**src/rtl/ssd_pkg.sv**
```systemverilog
`default_nettype none
// ============================================================================
// Module   : ssd_pkg
// Purpose  : Seven-segment font, all-off patterns and scan state encoding.
// Revision : 1.0 - initial release
// ============================================================================
package ssd_pkg;

  // Active-low segments, {g,f,e,d,c,b,a}
  localparam logic [6:0] SEG_0   = 7'h40;
  localparam logic [6:0] SEG_1   = 7'h79;
  localparam logic [6:0] SEG_2   = 7'h24;
  localparam logic [6:0] SEG_3   = 7'h30;
  localparam logic [6:0] SEG_4   = 7'h19;
  localparam logic [6:0] SEG_5   = 7'h12;
  localparam logic [6:0] SEG_6   = 7'h02;
  localparam logic [6:0] SEG_7   = 7'h78;
  localparam logic [6:0] SEG_8   = 7'h00;
  localparam logic [6:0] SEG_9   = 7'h10;
  localparam logic [6:0] SEG_A   = 7'h08;
  localparam logic [6:0] SEG_B   = 7'h03;
  localparam logic [6:0] SEG_C   = 7'h46;
  localparam logic [6:0] SEG_D   = 7'h21;
  localparam logic [6:0] SEG_E   = 7'h06;
  localparam logic [6:0] SEG_F   = 7'h0E;
  localparam logic [6:0] SEG_OFF = 7'h7F;
  localparam logic [3:0] AN_OFF  = 4'hF;

  typedef enum logic {
    LOAD = 1'b0,
    SCAN = 1'b1
  } state_t;

endpackage
`default_nettype wire

```
**src/rtl/ssd_scan_controller_hex_to_ssd.sv**
```systemverilog
`default_nettype none
// ============================================================================
// Module   : hex_to_ssd
// Purpose  : Combinational hex nibble to active-low seven-segment decoder.
// Revision : 1.0 - initial release
// ============================================================================
module hex_to_ssd
  import ssd_pkg::*;
(
  input  logic [3:0] hex,
  output logic [6:0] seg
);

  always_comb begin
    seg = SEG_OFF;
    case (hex)
      4'h0: seg = SEG_0;
      4'h1: seg = SEG_1;
      4'h2: seg = SEG_2;
      4'h3: seg = SEG_3;
      4'h4: seg = SEG_4;
      4'h5: seg = SEG_5;
      4'h6: seg = SEG_6;
      4'h7: seg = SEG_7;
      4'h8: seg = SEG_8;
      4'h9: seg = SEG_9;
      4'hA: seg = SEG_A;
      4'hB: seg = SEG_B;
      4'hC: seg = SEG_C;
      4'hD: seg = SEG_D;
      4'hE: seg = SEG_E;
      4'hF: seg = SEG_F;
      default: seg = SEG_OFF;
    endcase
  end

endmodule
`default_nettype wire

```
**src/rtl/ssd_scan_controller.sv**
```systemverilog
`default_nettype none
// ============================================================================
// Module   : ssd_scan_controller
// Purpose  : 4-digit common-anode display scanner with frame-aligned updates.
// Revision : 1.0 - initial release
// ============================================================================
module ssd_scan_controller
  import ssd_pkg::*;
#(
  parameter int DIV_MAX = 50000,
  parameter int DEAD    = 4,
  parameter int PRE_W   = 16
) (
  input  logic        clk,
  input  logic        reset,
  input  logic        upd_valid,
  input  logic [15:0] upd_data,
  input  logic [3:0]  upd_blank,
  output logic        upd_ready,
  output logic [3:0]  anode,
  output logic [6:0]  cathode,
  output logic [1:0]  digit_idx,
  output logic        frame_done
);

  localparam logic [PRE_W-1:0] PRE_LAST = PRE_W'(DIV_MAX - 1);

  state_t            state_q, state_d;
  logic [PRE_W-1:0]  pre_q, pre_d;
  logic [1:0]        idx_q, idx_d;
  logic [15:0]       shadow_data_q, shadow_data_d;
  logic [3:0]        shadow_blank_q, shadow_blank_d;
  logic [3:0]        anode_q, anode_d;
  logic [6:0]        cathode_q, cathode_d;
  logic              frame_done_q, frame_done_d;

  logic              tick;
  logic              boundary;
  logic              accept;
  logic              in_dead;
  logic [3:0]        nibble;
  logic [6:0]        seg;

  assign tick      = (state_q == SCAN) && (pre_q == PRE_LAST);
  assign boundary  = tick && (idx_q == 2'd3);
  assign upd_ready = (state_q == LOAD) || boundary;
  assign accept    = upd_valid && upd_ready;

  always_comb begin
    state_d        = state_q;
    pre_d          = pre_q;
    idx_d          = idx_q;
    shadow_data_d  = shadow_data_q;
    shadow_blank_d = shadow_blank_q;

    if (accept) begin
      shadow_data_d  = upd_data;
      shadow_blank_d = upd_blank;
    end

    if (state_q == LOAD) begin
      if (upd_valid) begin
        state_d = SCAN;
        pre_d   = '0;
        idx_d   = 2'd0;
      end
    end else if (tick) begin
      pre_d = '0;
      idx_d = idx_q + 2'd1;
    end else begin
      pre_d = pre_q + 1'b1;
    end
  end

  // Outputs are derived from next-state values so they register in step with digit_idx.
  generate
    if (DEAD > 0) begin : g_dead
      localparam logic [PRE_W-1:0] DEAD_END = PRE_W'(DEAD);
      assign in_dead = (pre_d < DEAD_END);
    end else begin : g_no_dead
      assign in_dead = 1'b0;
    end
  endgenerate

  assign nibble = 4'(shadow_data_d >> {idx_d, 2'b00});

  hex_to_ssd u_font (
    .hex (nibble),
    .seg (seg)
  );

  always_comb begin
    anode_d      = AN_OFF;
    cathode_d    = SEG_OFF;
    frame_done_d = 1'b0;
    if (state_d == SCAN) begin
      frame_done_d = (pre_d == '0) && (idx_d == 2'd0);
      if (!in_dead && !shadow_blank_d[idx_d]) begin
        anode_d   = ~(4'b0001 << idx_d);
        cathode_d = seg;
      end
    end
  end

  always_ff @(posedge clk or posedge reset) begin
    if (reset) begin
      state_q        <= LOAD;
      pre_q          <= '0;
      idx_q          <= 2'd0;
      shadow_data_q  <= 16'h0000;
      shadow_blank_q <= 4'h0;
      anode_q        <= AN_OFF;
      cathode_q      <= SEG_OFF;
      frame_done_q   <= 1'b0;
    end else begin
      state_q        <= state_d;
      pre_q          <= pre_d;
      idx_q          <= idx_d;
      shadow_data_q  <= shadow_data_d;
      shadow_blank_q <= shadow_blank_d;
      anode_q        <= anode_d;
      cathode_q      <= cathode_d;
      frame_done_q   <= frame_done_d;
    end
  end

  assign anode      = anode_q;
  assign cathode    = cathode_q;
  assign digit_idx  = idx_q;
  assign frame_done = frame_done_q;

endmodule
`default_nettype wire

```
**config.mk**
```make
export PLATFORM = sky130hd
export DESIGN_NAME = ssd_scan_controller
export DESIGN_NICKNAME = d
export VERILOG_FILES = /design/src/rtl/ssd_pkg.sv /design/src/rtl/ssd_scan_controller_hex_to_ssd.sv /design/src/rtl/ssd_scan_controller.sv
export SDC_FILE = /design/constraint.sdc
export NUM_CORES = 1
export LEC_CHECK = 0
export ABC_CLOCK_PERIOD_IN_PS = 3700
export BUFFER_PORTS_ARGS = -buffer_cell sky130_fd_sc_hd__buf_2
export CAP_MARGIN = 20
export CORE_MARGIN = 2
export CORE_UTILIZATION = 45
export CTS_BUF_LIST = sky130_fd_sc_hd__clkbuf_16
export CTS_CLUSTER_DIAMETER = 60
export DETAILED_ROUTE_END_ITERATION = 8
export PLACE_DENSITY = 0.66
export SYNTH_ARGS = -nofsm -noshare
export SYNTH_HDL_FRONTEND = slang
export SYNTH_SLANG_ARGS = --single-unit
```
**constraint.sdc**
```tcl
create_clock -name clk -period 3.7 [get_ports clk]
set_clock_uncertainty 0.05 [all_clocks]
set_input_delay 0.185 -clock clk [delete_from_list [all_inputs] [get_ports clk]]
set_output_delay 0.185 -clock clk [all_outputs]
set_load 0.03 [all_outputs]
```
[Yosys cells after proc, flatten, opt, wreduce, memory -nomap -nowiden]
Memories as Yosys holds them, arrays and structs flattened.
Cells that the tools add are included.
Word-level totals
  register bits after elaboration: 51
  memory bits (read-only): 112
  word-level logic and storage cells: 46
  memories: 1
Memory list
  (no name shown): words 16, width 7, read ports 1, clocked after Yosys merged registers in 0, write ports 0, RTL line ssd_scan_controller_hex_to_ssd.sv:16  | case (hex)
Operators by class
  $add $sub $neg: 2
  magnitude comparators: 2
  equal/unequal tests: 2
  shift operators: 2
  mux-type cells: 17
  bitwise logic cells: 2
  reduce and logical (&&, ||, !) cells: 10
Operators with widths (count)
  two-way mux 16 bit: 4
  adder 16 x 1 -> 16 bit, second input constant: 1
  equality test 16 bit, second input constant: 1
  logical NOT 16 bit: 1
  less-than comparator 16 x 3 -> 1 bit, second input constant: 1
  >> shifter 16 x 4 -> 4 bit: 1
  two-way mux 7 bit: 2
  two-way mux 4 bit: 3
  two-way mux 2 bit: 3
  logical AND 1 bit: 5
  two-way mux 1 bit: 4
  inverter 4 bit: 1
  << shifter 1 x 2 -> 4 bit, first input constant: 1
  less-than comparator 2 x 3 -> 1 bit, second input constant: 1
  adder 2 x 1 -> 2 bit, second input constant: 1
  binary-select mux 1 bit (select 2 bit): 1
  equality test 2 bit, second input constant: 1
  logical NOT 1 bit: 2
  logical NOT 2 bit: 1
  logical OR 1 bit: 1
  inverter 1 bit: 1

[Longest topological paths before layout]
Gate-level depths: netlist (run 1).
  depth in word-level cells: 12
  depth in mapped cells: 16
  depth with buffers taken out: 14

[By module]
A second synthesis (run 1) with hierarchy kept.
Second synthesis, totals
  cell total of the unflattened synthesis: 301
  area, all modules: 3051.7 µm²
By module, submodules not included
  ssd_scan_controller: instances 1, cells each 269, area an instance 2776.4 µm², sequential area each 1290.0 µm²
  hex_to_ssd: instances 1, cells each 32, area an instance 275.3 µm², sequential area each 0.0 µm²

[Worst setup path before layout (run 1)]
Ideal clock, no wire load.
  path type: register -> register
  start: register pre_q[0]
  end: register cathode_q[0] (netlist: cathode[0])
  setup time: 0.084 ns
  arrival time: 3.483 ns
  required time: 3.566 ns
  slack: 0.083 ns
  stages on the path, launching flop included: 17
  cells stage by stage: dfrtp_1 ha_1 and4_1 nand4_4 mux2_4 buf_6 buf_2 buf_1 mux2i_1 mux2i_1 inv_1 ha_1 inv_1 nor2_1 o311a_1 a32oi_1 o21ai_1
On the way
  elaborated cells between the ends (all ways): 23
  those cells by class: add/sub: 1; order compare: 1; eq/ne: 1; shift: 1; mux: 11; reduce/logical: 7; memory: 1
RTL lines
  start: declaration: RTL line ssd_scan_controller.sv:29  | logic [PRE_W-1:0] pre_q, pre_d;
  start signal: assignment: RTL line ssd_scan_controller.sv:117  | pre_q <= pre_d;
  equality test 16 bit (*): RTL line ssd_scan_controller.sv:44  | assign tick = (state_q == SCAN) && (pre_q == PRE_LAST);
  logical AND 1 bit (*): RTL line ssd_scan_controller.sv:44
  two-way mux 2 bit (*): RTL line ssd_scan_controller.sv:67  | end else if (tick) begin
  two-way mux 2 bit (*): RTL line ssd_scan_controller.sv:61  | if (state_q == LOAD) begin
  net idx_d[0]: RTL line ssd_scan_controller.sv:30  | logic [1:0] idx_q, idx_d;
  parallel branches: the longest is 4 deep, another holds memory (16 x 7 bit)
  two-way mux 7 bit (*): RTL line ssd_scan_controller.sv:98  | if (!in_dead && !shadow_blank_d[idx_d]) begin
  two-way mux 7 bit (*): RTL line ssd_scan_controller.sv:96  | if (state_d == SCAN) begin
  net cathode_d[0]: RTL line ssd_scan_controller.sv:34  | logic [6:0] cathode_q, cathode_d;
  end signal: assignment: RTL line ssd_scan_controller.sv:122  | cathode_q <= cathode_d;
  end: declaration: RTL line ssd_scan_controller.sv:34
Mark *: on every way through the listed nets, which the timed path passes. The select of a mux whose other input is x is not followed.

[Worst setup path after layout (run 1)]
  start: register pre_q[0]
  end: register cathode_q[0] (netlist: cathode[0])
On the way
  word-level cells in the longest chain between the ends: 12
  elaborated cells between the ends (all ways): 23
  those cells by class: add/sub: 1; order compare: 1; eq/ne: 1; shift: 1; mux: 11; reduce/logical: 7; memory: 1
Ends and longest elaborated chain (RTL line)
  parallel branches: the longest is 10 deep, another holds adder 16 x 1 -> 16 bit
  two-way mux 7 bit (*): ssd_scan_controller.sv:98
  two-way mux 7 bit (*): ssd_scan_controller.sv:96
  net cathode_d[0]: ssd_scan_controller.sv:34
Marked as above.

==> flow_metrics.tcl, run 1 <==
set metrics [dict create \
    core_area_sq_mm 0.00725 \
    slew_headroom 0.598 \
    fp-row-count 31 \
    worstPathMaxFanout 14 \
    drt_pass1_iterations 4 \
    synth_area_sq_mm 0.00337 \
    slowest_stage "mux2_4" \
    wl_per_cell_um 16.3 \
    cts_tree "yes" \
    gp_congestion 0.927 \
    yosysUniqueCellTypes 66 \
    clock.fmax_ghz 0.288 \
    layout.nets 420 \
    async_flop_share 1.00 \
    cp.arrival_ns 3.62 \
    drt.antenna.violating_nets 0 \
    critPathKind "reg2reg" \
    endpoint_kind "flip-flop" \
    start_util 0.464 \
    synthSimpleGateAreaFrac 0.230 \
    clock_latency_ns 0.29 \
    final.setup.tns_ns 0 \
    drtIter0Drc 178 \
    pin_count 38 \
    critPathBufInv 2 \
    clk_path_buf_depth 2 \
    synthAdderAreaFrac 0.0297 \
    cellLeakagePower_uw 0.00158 \
    grtUsageTotal 0.197 \
    max_cap_viol_count 0 \
    synth_mux_area_frac 0.118 \
    maxSlewViolCount 0 \
    dieArea_sq_mm 0.00819 \
    yosysWarnings 0 \
    numClockSinks 51 \
    power_density_mw_per_mm2 413 \
    status "finished clean" \
    synth-edff-count 0 \
    portBuffers 37 \
    r2r_slack_ns 0.23 \
    grt_pass1_vias 2784 \
    dp.cells 478 \
    startpoint_type "flip-flop" \
    antenna_found_initial 0 \
    yosysSeqAreaShare 0.383 \
    path_clk_slew_ns 0.07 \
    viasPerCell 5.87 \
    hold_slack_ns 0.0747 \
    dp_hpwl_um 5540 \
    peakVddDrop_uv 217 \
    num_vias 2870 \
    routed_wl_um 7970 \
    final_area_sq_mm 0.00382 \
    cts-buffers-inserted 5 \
    grt_pass1_wl_um 13400 \
    drcViolationCount 0 \
    placed_cell_area_sq_mm 0.00363 \
    ctsRootBufferMaster "clkbuf_16" \
    avgSynthCellArea_sq_um 9.41 \
    antenna_cells 0 \
    setup_viol 0 \
    cp_cell_sequence "ha_2, and4_1, nand4_4, mux2_4, mux2i_1, mux2_2, inv_1, ha_1, inv_1, nor2_1, o311a_1, a32oi_1, o21ai_1" \
    worstMarginPinSlew_ns 0.601 \
    die_h_um 90.5 \
    ctsHtreeMaxLevel 2 \
    crit_required_ns 3.85 \
    synth-compound-area-share 0.172 \
    hold_violations 0 \
    synth_cells 358 \
    syn_nets 389 \
    layout-area-overhead-vs-synth_pct 13.6 \
    min_period_ns 3.47 \
    fin_cells 489 \
    min_path_type "in2reg" \
    crit_family "multiplexers" \
    period_share 0.937 \
    gr-total-overflow 0 \
    crit_top_cell "inv_1" \
    ys.flop_type "dfrtp_1" \
    max_stage_delay_ns 0.48 \
    grt_max_degree 52 \
    synth-seq-cells 51 \
    synth_top_family_by_area "simple AND/OR/NAND/NOR gates" \
    rsz0062_at_grt "no" \
    n_fill_cell 651 \
    synth_xor_area_frac 0.0156 \
    die_w_um 90.5 \
    drive_above_1_share 0.251 \
]
[worst register-to-register path, stage by stage, from the launching register on]
cell and delay, ns:
dfrtp_1 0.41, ha_2 0.27, and4_1 0.32, nand4_4 0.24
mux2_4 0.48, mux2i_1 0.20, mux2_2 0.27, inv_1 0.08
ha_1 0.24, inv_1 0.14, nor2_1 0.07, o311a_1 0.34
a32oi_1 0.18, o21ai_1 0.08
[cell families after synthesis]
| kind of cell | Yosys count |
|---|---|
| muxes | 36 |
| adders and majority gates | 8 |
| xor gates and xnor gates | 6 |
| DFF | 51 |
| and+or+nand+nor | 135 |
| AOI/OAI and AO/OA | 82 |
| buffers and inverters | 40 |
[Yosys cell counts, types with 3 or more instances]
| library cell | number | area share |
|---|---|---|
| dfrtp_1 | 40 | 0.30 |
| nand3_1 | 32 | 0.048 |
| nand2_1 | 24 | 0.027 |
| o21ai_0 | 21 | 0.031 |
| nand4_1 | 17 | 0.032 |
| mux2_2 | 16 | 0.053 |
| mux2i_1 | 16 | 0.048 |
| clkbuf_1 | 15 | 0.017 |
| inv_1 | 13 | 0.014 |
| nor2_1 | 12 | 0.013 |
| nor2b_1 | 12 | 0.022 |
| dfstp_2 | 11 | 0.086 |
| a221oi_1 | 9 | 0.023 |
| a31oi_1 | 8 | 0.015 |
| ha_1 | 8 | 0.030 |
| a21oi_1 | 6 | 0.0089 |
| buf_2 | 6 | 0.0089 |
| o211ai_1 | 6 | 0.013 |
| and2_1 | 5 | 0.0093 |
| nor3_1 | 5 | 0.0074 |
| nor3b_1 | 4 | 0.0089 |
| a21o_1 | 3 | 0.0067 |
| and3_1 | 3 | 0.0056 |
| and4_1 | 3 | 0.0078 |
| mux2_4 | 3 | 0.013 |
| o31a_1 | 3 | 0.0078 |
| xnor2_1 | 3 | 0.0078 |
| xor2_1 | 3 | 0.0078 |
[path summary, 6_finish.rpt]
path	startpoint	endpoint	cells past startpoint
min in group asynchronous	reset	pre_q[13]	3
worst min-delay path	upd_data[7]	shadow_data_q[7]	3
worst max register to register	pre_q[0]	cathode[0]	13
worst max-delay path	pre_q[0]	cathode[0]	13
worst min register to register	shadow_blank_q[0]	shadow_blank_q[0]	1
max in group asynchronous	reset	cathode[2]	4
[state kept, by name, indices dropped and copies added (netlist names)]
register and cells:
anode 4, shadow_blank_q 4, pre_q 16, shadow_data_q 16, frame_done 1, digit_idx 2, cathode 7, state_q 1
[metal layers]
metal / global-route usage / vias up / routed length [um]
met3: 0.0292 / 8 / 355
met4: 0.0603 / 0 / 102
met2: 0.312 / 81 / 3640
met1: 0.280 / 1366 / 3870
li1: - / 1415 / -
met5: 0 / - / 0
[placed cells by master, fill, tap and decap left out, types with 5 or more instances in the layout]
cell	count
dfrtp_1	40
a31oi_1	8
nand4_1	17
o211ai_1	6
and2_1	5
dfstp_2	11
buf_4	10
ha_1	7
a21oi_1	6
a221oi_1	9
nand3_1	32
mux2_2	17
o21ai_0	21
buf_2	37
inv_1	12
nand2_1	24
nor2b_1	12
mux2i_1	16
nor2_1	12
nor3_1	5
clkbuf_16	5
[where the power goes]
group          internal, uW  switching (uW)
Sequential              641             125
Combinational           156             189
Clock                   253             216
[final cells by class]
| cell class | instances | area (sq um) | area share |
|---|---|---|---|
| sequential | 51 | 1290 | 0.337 |
| timing repair buffer | 49 | 290 | 0.0759 |
| clock buffer | 5 | 125 | 0.0327 |
| clock inverter | 3 | 25.0 | 0.00654 |
| multi-input combinational | 268 | 1920 | 0.501 |
| tap | 99 | 124 | 0.0324 |
| inverter | 14 | 52.6 | 0.0137 |
[what timing repair did]
item	CTS	global route
setup buffers	0	0
gates resized for setup	0	1
endpoints found under the hold margin	0	10
endpoints found under the setup margin	0	1
hold buffers	0	1
[stage by stage]
stage          utilization  setup slack, ns  power [uW]
3_5_place_dp         0.501            0.188        1110
4_1_cts              0.521            0.170        1590
2_1_floorplan            -           0.0833        1040
3_3_place_gp         0.501            0.373        1110
6_report             0.527            0.232        1580
5_1_grt              0.527          0.00804        1680
No activity file was read; power rests on OpenSTA's default activity.
==> run 2, diff against run 1 <==
--- a/config.mk
+++ b/config.mk
@@ -6,14 +6,14 @@
 export NUM_CORES = 1
 export LEC_CHECK = 0
 export ABC_CLOCK_PERIOD_IN_PS = 3700
-export BUFFER_PORTS_ARGS = -buffer_cell sky130_fd_sc_hd__buf_2
 export CAP_MARGIN = 20
+export CORE_ASPECT_RATIO = 1.4
 export CORE_MARGIN = 2
 export CORE_UTILIZATION = 45
 export CTS_BUF_LIST = sky130_fd_sc_hd__clkbuf_16
 export CTS_CLUSTER_DIAMETER = 60
 export DETAILED_ROUTE_END_ITERATION = 8
-export PLACE_DENSITY = 0.66
+export DONT_BUFFER_PORTS = 1
 export SYNTH_ARGS = -nofsm -noshare
 export SYNTH_HDL_FRONTEND = slang
 export SYNTH_SLANG_ARGS = --single-unit
==> run 2 against run 1 <==
Compared with the run above:
- critical path depth fell by 3
- first-iteration DRC count rose by 67%
- cell count fell by 5.7%
- hold slack got worse by 0.064 ns
- via count rose by 0.35%
- clock power rose by 19%
- flip-flop and latch count did not move
- critical path type unchanged
==> flow_metrics.tcl, run 2 (synthesis gave the netlist of run 1 again) <==
set metrics [dict create \
    clock.fmax_ghz 0.296 \
    dp_hpwl_um 5980 \
    drt.antenna.violating_nets 0 \
    final.setup.tns_ns 0 \
    antenna_cells 0 \
    placed_cell_area_sq_mm 0.00347 \
    clock_latency_ns 0.29 \
    drt_pass1_iterations 5 \
    power_density_mw_per_mm2 444 \
    clk_path_buf_depth 2 \
    status "finished clean" \
    n_fill_cell 696 \
    seqCellArea_sq_mm 0.00129 \
    final.setup.worst_slack_ns 0.317 \
    die_h_um 106 \
    pin_count 38 \
    detailedPlace.worstSlack_ns 0.213 \
    critPathLaunch "pre_q[0]" \
    worstPathMaxFanout 23 \
    fp-row-count 37 \
    antenna_found_initial 0 \
    max_cap_viol_count 0 \
    max_stage_delay_ns 0.42 \
    min_path_type "in2reg" \
    crit_end "cathode[4]" \
    hold_violations 0 \
    reg2reg_to "cathode[4]" \
    drive_above_1_share 0.176 \
    final_common_cell "dfrtp_1" \
    cellLeakagePower_uw 0.00150 \
    worstMarginPinSlew_ns 0.635 \
    layout-area-overhead-vs-synth_pct 12.0 \
    timing.rr.start "pre_q[0]" \
    multiInputGateArea_sq_mm 0.00191 \
    period_share 0.914 \
    final_area_sq_mm 0.00377 \
    die_w_um 77.1 \
    slowest_stage "dfrtp_1" \
    grt_pass1_vias 2877 \
    setup_viol 0 \
    slew_headroom 0.576 \
    crit_top_cell "mux2_2" \
    post_cts_buffers 0 \
    viasPerCell 6.25 \
    startpoint_type "flip-flop" \
    maxSlewViolCount 0 \
    r2r_cells 10 \
    path_clk_slew_ns 0.07 \
    grtUsageTotal 0.220 \
    drcViolationCount 0 \
    grt_pass1_wl_um 14500 \
    r2r_slack_ns 0.32 \
    drtIter0Drc 298 \
    core_area_sq_mm 0.00731 \
    cts_tree "yes" \
    rsz0062_at_grt "no" \
    start_util 0.460 \
    ctsHtreeMaxLevel 2 \
    min_period_ns 3.38 \
    dieArea_sq_mm 0.00820 \
    cp.arrival_ns 3.54 \
    peakVddDrop_uv 235 \
    gr-total-overflow 0 \
    grt_max_degree 52 \
    gp_congestion 0.940 \
    cp_cell_sequence "ha_2, and4_1, nand4_4, mux2_4, buf_6, mux2_2, o22a_1, nand2_1, mux2_2, o211ai_1" \
    cts-buffers-inserted 5 \
    endpoint_kind "flip-flop" \
    num_vias 2880 \
    critPathKind "reg2reg" \
    postLayoutCoreUtil 0.516 \
    numClockSinks 51 \
    layout.nets 394 \
    mostFrequentLayoutCells "40 x dfrtp_1, 32 x nand3_1, 24 x nand2_1, 21 x o21ai_0, 17 x nand4_1" \
    crit_required_ns 3.86 \
    portBuffers 0 \
    worstHoldStart "upd_blank[0]" \
    ctsRootBufferMaster "clkbuf_16" \
    routed_wl_um 8530 \
    wl_per_cell_um 18.5 \
]
run 2: cell types whose count changed in the layout (fill, tap and decap cells not counted), sizes merged, moves of 2 or more:
cell / before / now
clkbuf: 5 / 7
dlygate4sd3: 1 / 9
clkinv: 2 / 0
buf: 48 / 15
run 2: worst max-delay path: cells and delay by family (launching register included):
kind,cells,cell delay (ns)
AO/OA/AOI/OAI,2,0.49
AND/OR/NAND/NOR,3,0.74
flip-flops,1,0.42
buffers and inverters,1,0.23
adder cells (fa/ha/maj),1,0.28
multiplexers,3,1.08
run 2: power by group:
part / switching, uW / internal [uW]
Combinational: 174 / 153
Clock: 226 / 334
Sequential: 145 / 643
Total: 544 / 1130
run 2: how the worst min path moves through the flow:
stage                             end  cells past startpoint
finish              shadow_blank_q[0]                      1
global route        shadow_blank_q[0]                      1
CTS                 shadow_blank_q[1]                      1
detailed placement   shadow_data_q[7]                      2
global placement     shadow_data_q[7]                      2
floorplan            shadow_data_q[7]                      2
run 2: routing by layer:
metal | vias up | global-route usage | share of wire
li1 | 1362 | - | -
met1 | 1408 | 0.266 | 0.41
met2 | 89 | 0.386 | 0.53
met3 | 21 | 0.0272 | 0.038
met4 | 0 | 0.106 | 0.023
met5 | - | 0 | 0
run 2: layout make-up:
type / count / share of cell area
clock inverter: 1 / 0.00166
clock buffer: 7 / 0.0464
sequential: 51 / 0.342
tap: 97 / 0.0322
multi-input combinational: 267 / 0.506
inverter: 14 / 0.0139
timing repair buffer: 24 / 0.0581
run 2: what timing repair did:
| item | CTS | global route |
|---|---|---|
| endpoints found under the setup margin | 0 | 2 |
| gates resized for setup | 0 | 2 |
| hold buffers | 8 | 1 |
| endpoints found under the hold margin | 8 | 23 |
run 2: through the flow:
| step | std cells | hold slack, ns | total power [uW] |
|---|---|---|---|
| 4_1_cts | 459 | 0.00213 | 1680 |
| 3_3_place_gp | 443 | 0.259 | 1110 |
| 2_1_floorplan | 358 | 0.252 | 1040 |
| 6_report | 461 | 0.0103 | 1670 |
| 3_5_place_dp | 443 | 0.264 | 1110 |
| 5_1_grt | 461 | 0.00606 | 1760 |
